`src/rtl/vga_timing_pkg.sv`:
```
// Shared 640x480@60Hz raster constants and coordinate type, used by the timing,
// pixel-colour and game-logic stages.
package vga_timing_pkg;

    localparam int unsigned COORD_W     = 10;
    localparam int unsigned CLK_DIV     = 4;

    localparam int unsigned H_TOTAL     = 800;
    localparam int unsigned H_SYNC      = 96;
    localparam int unsigned H_VIS_START = 144;
    localparam int unsigned H_VIS_END   = 784;

    localparam int unsigned V_TOTAL     = 525;
    localparam int unsigned V_SYNC      = 2;
    localparam int unsigned V_VIS_START = 35;
    localparam int unsigned V_VIS_END   = 515;

    typedef logic [COORD_W-1:0] coord_t;

    // Half-open window test [lo, hi)
    function automatic logic in_span(input coord_t c, input coord_t lo, input coord_t hi);
        return (c >= lo) && (c < hi);
    endfunction

endpackage

```
`src/rtl/vga_pix_en_div.sv`:
```
// Clock divider producing a registered one-clock pix_en pulse every CLK_DIV clocks.
module vga_pix_en_div
    import vga_timing_pkg::*;
#(
    parameter int unsigned CLK_DIV = vga_timing_pkg::CLK_DIV
) (
    input  logic clk,
    input  logic rst_n,
    output logic pix_en
);

    localparam int unsigned DIV_W = (CLK_DIV > 1) ? $clog2(CLK_DIV) : 1;
    localparam logic [DIV_W-1:0] DIV_LAST = DIV_W'(CLK_DIV - 1);

    logic [DIV_W-1:0] div;
    logic [DIV_W-1:0] div_nx;

    always_comb begin
        div_nx = (div == DIV_LAST) ? '0 : div + DIV_W'(1);
    end

    // pix_en is registered from the next divider value so it is high while div==CLK_DIV-1
    always_ff @(posedge clk or negedge rst_n) begin
        if (!rst_n) begin
            div    <= '0;
            pix_en <= 1'b0;
        end else begin
            div    <= div_nx;
            pix_en <= (div_nx == DIV_LAST);
        end
    end

endmodule

```
`src/rtl/vga_timing_gen.sv`:
```
// VGA raster timing generator: pixel counters, sync/blanking decode, frame strobe.
// Optional 16-bit frame counter port when VGA_TIMING_FRAME_CNT_EN is defined.
module vga_timing_gen
    import vga_timing_pkg::*;
#(
    parameter int unsigned CLK_DIV     = vga_timing_pkg::CLK_DIV,
    parameter int unsigned H_TOTAL     = vga_timing_pkg::H_TOTAL,
    parameter int unsigned H_SYNC      = vga_timing_pkg::H_SYNC,
    parameter int unsigned H_VIS_START = vga_timing_pkg::H_VIS_START,
    parameter int unsigned H_VIS_END   = vga_timing_pkg::H_VIS_END,
    parameter int unsigned V_TOTAL     = vga_timing_pkg::V_TOTAL,
    parameter int unsigned V_SYNC      = vga_timing_pkg::V_SYNC,
    parameter int unsigned V_VIS_START = vga_timing_pkg::V_VIS_START,
    parameter int unsigned V_VIS_END   = vga_timing_pkg::V_VIS_END
) (
    input  logic        clk,
    input  logic        Reset_n,
    output logic        pix_en,
    output coord_t      hCount,
    output coord_t      vCount,
    output logic        hSync,
    output logic        vSync,
    output logic        bright,
    output logic        frame_start
`ifdef VGA_TIMING_FRAME_CNT_EN
   ,output logic [15:0] frame_cnt
`endif
);

    coord_t h_nx;
    coord_t v_nx;
    logic   h_wrap;
    logic   v_wrap;
    logic   frame_wrap;

    vga_pix_en_div #(
        .CLK_DIV(CLK_DIV)
    ) u_div (
        .clk   (clk),
        .rst_n (Reset_n),
        .pix_en(pix_en)
    );

    always_comb begin
        h_wrap     = (hCount == coord_t'(H_TOTAL - 1));
        v_wrap     = (vCount == coord_t'(V_TOTAL - 1));
        frame_wrap = pix_en && h_wrap && v_wrap;
        h_nx       = hCount;
        v_nx       = vCount;
        if (pix_en) begin
            if (h_wrap) begin
                h_nx = '0;
                v_nx = v_wrap ? '0 : vCount + coord_t'(1);
            end else begin
                h_nx = hCount + coord_t'(1);
            end
        end
    end

    // Decode from next counter values so sync/bright share the counters' edge
    always_ff @(posedge clk or negedge Reset_n) begin
        if (!Reset_n) begin
            hCount      <= '0;
            vCount      <= '0;
            hSync       <= 1'b0;
            vSync       <= 1'b0;
            bright      <= 1'b0;
            frame_start <= 1'b0;
        end else begin
            hCount      <= h_nx;
            vCount      <= v_nx;
            hSync       <= (h_nx >= coord_t'(H_SYNC));
            vSync       <= (v_nx >= coord_t'(V_SYNC));
            bright      <= in_span(h_nx, coord_t'(H_VIS_START), coord_t'(H_VIS_END)) &&
                           in_span(v_nx, coord_t'(V_VIS_START), coord_t'(V_VIS_END));
            frame_start <= frame_wrap;
        end
    end

`ifdef VGA_TIMING_FRAME_CNT_EN
    always_ff @(posedge clk or negedge Reset_n) begin
        if (!Reset_n) begin
            frame_cnt <= '0;
        end else if (frame_wrap) begin
            frame_cnt <= frame_cnt + 16'd1;
        end
    end
`endif

endmodule

```
`config.mk`:
```
export PLATFORM = sky130hd
export DESIGN_NAME = vga_timing_gen
export DESIGN_NICKNAME = d
export VERILOG_FILES = /design/src/rtl/vga_timing_pkg.sv /design/src/rtl/vga_pix_en_div.sv /design/src/rtl/vga_timing_gen.sv
export SDC_FILE = /design/constraint.sdc
export NUM_CORES = 1
export LEC_CHECK = 0
export BUFFER_PORTS_ARGS = -buffer_cell sky130_fd_sc_hd__buf_2
export CORE_ASPECT_RATIO = 1.4
export CORE_MARGIN = 1.5
export CORE_UTILIZATION = 40
export DETAILED_ROUTE_END_ITERATION = 12
export PLACE_DENSITY = 0.59
export SETUP_SLACK_MARGIN = 0.02
export SYNTH_ARGS = -nofsm -noshare
export SYNTH_HDL_FRONTEND = slang
export SYNTH_HIERARCHICAL = 1
export SYNTH_SLANG_ARGS = --single-unit
```
`constraint.sdc`:
```
create_clock -name clk -period 3.45 [get_ports clk]
set_clock_uncertainty 0.05 [all_clocks]
set_input_delay 0.1725 -clock clk [delete_from_list [all_inputs] [get_ports clk]]
set_output_delay 0.1725 -clock clk [all_outputs]
set_load 0.03 [all_outputs]
```
==> results.py <==
metrics = {
    "floorplanning": {
        "coreArea_sq_mm": 0.00341,
        "die_w_um": 53.8,
        "ioPinCount": 27,
        "num_rows": 25,
        "die_area_sq_mm": 0.00398,
        "fp.dieH_um": 74.1,
        "initial_core_util_pct": 42.3,
    },
    "critical_path": {
        "crit_path_start_kind": "flip-flop",
        "max_stage_delay_ps": 680,
        "crit_arrival_ps": 2890,
        "crit_path_end_kind": "flip-flop",
        "cp_cell_sequence": "ha_1, nand4_1, or4_1, nor2_2, nand2_1, mux2_4, a311o_1, a211oi_2",
        "crit_family": "simple AND/OR/NAND/NOR gates",
        "critPathMaxFanout": 7,
        "r2r_slack_ps": 710,
        "crit_required_ps": 3600,
        "critPathKind": "flip-flop to flip-flop",
        "timing.critical_path.buf_inv": 0,
        "cp_slowest_cell": "or4_1",
    },
    "cells_and_area": {
        "drive_above_1_share_pct": 27.3,
        "syn_to_final_growth_pct": 16.3,
        "nNetsFinal": 173,
        "nFillCells": 323,
        "n_antenna_cell": 0,
    },
    "routing": {
        "drtIter0Drc": 27,
        "drc": 0,
        "drt-wirelength-per-cell_um": 15.5,
        "vias": 1162,
        "postRouteAntennaNets": 0,
        "dr.pass1.iters": 4,
        "finalWirelength_um": 3180,
        "vias_per_cell": 5.67,
    },
    "timing": {
        "maxSlewViolCount": 0,
        "tightest_slew_ps": 614,
        "setup_viol": 0,
        "rsz0062_at_grt": "false",
        "holdWs_ps": 390,
        "relSlewSlack_pct": 59.1,
        "fin_crit_sh_pct": 79.6,
        "fmax_ghz": 0.364,
        "hold_viol": 0,
        "totalNegativeSetupSlack_ps": 0,
        "period_minus_slack_ps": 2740,
    },
    "grt": {
        "grt_max_degree": 28,
        "grt-ovfl-total": 0,
        "grt_pass1_vias": 1155,
        "track_usage_pct": 17.9,
        "antenna_found_initial": 0,
        "grt_pass1_wl_um": 5220,
    },
    "clocking": {
        "cts_root_buf": "clkbuf_8",
        "cts_tree": "yes",
        "clkTransAtPathRegs_ps": 90,
        "cts_sinks": 27,
        "clk_path_buf_depth": 2,
        "htreeDepth": 1,
        "cts_setup_buffers": 0,
        "clk_latency_ps": 270,
        "cts_buffers": 3,
    },
    "yosys": {
        "ys_types": 43,
        "syn_area_per_cell_sq_um": 10.7,
        "ys_warn_count": 6,
        "ys_ff_latch": 27,
        "ys.flop_type": "dfrtp_1",
        "syn-cell-area_sq_mm": 0.00144,
        "synthCells": 135,
        "syn_nets": 142,
        "synth-edff-count": 0,
        "postSynth.asyncResetShare_pct": 100,
        "synth_seq_area_share_pct": 46.8,
    },
    "power": {
        "p_leak_nw": 0.851,
        "p_total_uw": 502,
        "ir_worst_vdd_uv": 149,
        "powerDensity_mw_per_mm2": 299,
    },
    "run_status": {
        "outcome": "complete, no violations",
    },
    "placement": {
        "portBuffers": 26,
        "dp_hpwl_um": 2460,
        "gp_congestion": 0.845,
    },
    "run": {
        "maxCapViolCount": 0,
    },
    "hold_path": {
        "hp-class": "input pin to async pin",
    },
}
## state kept, by name (all words and copies together) (netlist names)
signal        count
vSync             1
vCount           10
u_div/pix_en      1
u_div/div         2
frame_start       1
hCount           10
hSync             1
bright            1
## worst reg2reg max path, stage by stage, from the launching register on
cell	delay, ps
dfrtp_1	410
ha_1	250
nand4_1	230
or4_1	680
nor2_2	180
nand2_1	90
mux2_4	270
a311o_1	320
a211oi_2	200
## cell usage after synthesis, types with 3 or more instances
| cell type | n | area share [%] |
|---|---|---|
| dfrtp_1 | 27 | 47 |
| ha_1 | 5 | 4.3 |
| xnor2_1 | 7 | 4.2 |
| xor2_1 | 4 | 2.4 |
| nand3_1 | 5 | 1.7 |
| inv_1 | 7 | 1.8 |
| nand4_1 | 8 | 3.5 |
| and3_1 | 8 | 3.5 |
| nor2_1 | 11 | 2.9 |
| mux2i_1 | 3 | 2.1 |
| nand2_1 | 10 | 2.6 |
## cell usage in the layout, fill, tap and decap left out, drive strengths merged, types with 2 or more instances in the layout
master | netlist | layout
nor3 | 3 | 3
or3 | 2 | 2
xnor2 | 7 | 7
o21ai | 2 | 2
nor2 | 12 | 12
nand4 | 8 | 8
o31ai | 2 | 2
mux2 | 4 | 4
nand3 | 5 | 5
and2 | 2 | 2
mux2i | 3 | 3
or4 | 2 | 2
nand2 | 10 | 10
clkbuf | 1 | 3
and3 | 8 | 8
and4 | 2 | 2
dfrtp | 27 | 27
buf | 1 | 27
nor4 | 2 | 2
ha | 5 | 5
inv | 7 | 7
xor2 | 4 | 4
## stage by stage
| step | std cells | setup WS (ps) | util, % | cell area (sq um) |
|---|---|---|---|---|
| 2_1_floorplan | 135 | 720 | - | 1440 |
| 3_3_place_gp | 200 | 777 | 47.6 | 1620 |
| 3_5_place_dp | 200 | 726 | 47.6 | 1620 |
| 4_1_cts | 205 | 710 | 49.2 | 1680 |
| 5_1_grt | 205 | 481 | 49.2 | 1680 |
| 6_report | 205 | 705 | 49.2 | 1680 |
## cell families after synthesis
logic type	Yosys count	synth area share [%]
xor gates and xnor gates	11	6.67
and+or+nand+nor	63	26.8
muxes	7	5.72
buffers and inverters	9	2.43
DFF	27	46.8
adders and majority gates	5	4.33
AOI/OAI and AO/OA	13	7.28
## power breakdown
group	switching, mW	internal, mW	total (mW)	leakage (nW)
registers	0	0.316	0.316	0.363
logic	0.00615	0.00114	0.00729	0.463
clock network	0.0976	0.0809	0.179	0.0255
total	0.104	0.398	0.502	0.851
## timing repair
item,in CTS,in global routing
hold buffers,1,0
gates resized for setup,0,0
hold endpoints to repair,27,0
## final timing paths
check	end	cells past startpoint	from
worst max-delay path	bright	8	hCount[0]
worst min-delay path	vCount[8]	2	Reset_n
worst max register to register	bright	8	hCount[0]
worst min register to register	u_div/div[0]	1	u_div/div[0]
max in group asynchronous	vCount[5]	2	Reset_n
min in group clk	u_div/div[0]	1	u_div/div[0]
## layer usage
layer  global-route usage, %  wire length, um  vias up
met5                       0                0        -
met2                    32.1             1750       25
met3                    1.81               95        6
li1                        -                -      546
met4                    7.41               60        0
met1                    21.3             1280      585
## final cells by class
class                      count  area [sq um]  share of cell area [%]
tap                           40          50.0                    2.98
sequential                    27           676                    40.2
timing repair buffer          28           148                    8.79
clock buffer                   3          41.3                    2.46
multi-input combinational     99           733                    43.7
inverter                       7          26.3                    1.56
clock inverter                 1          5.00                   0.298
Power figures use the tool's default switching activity.
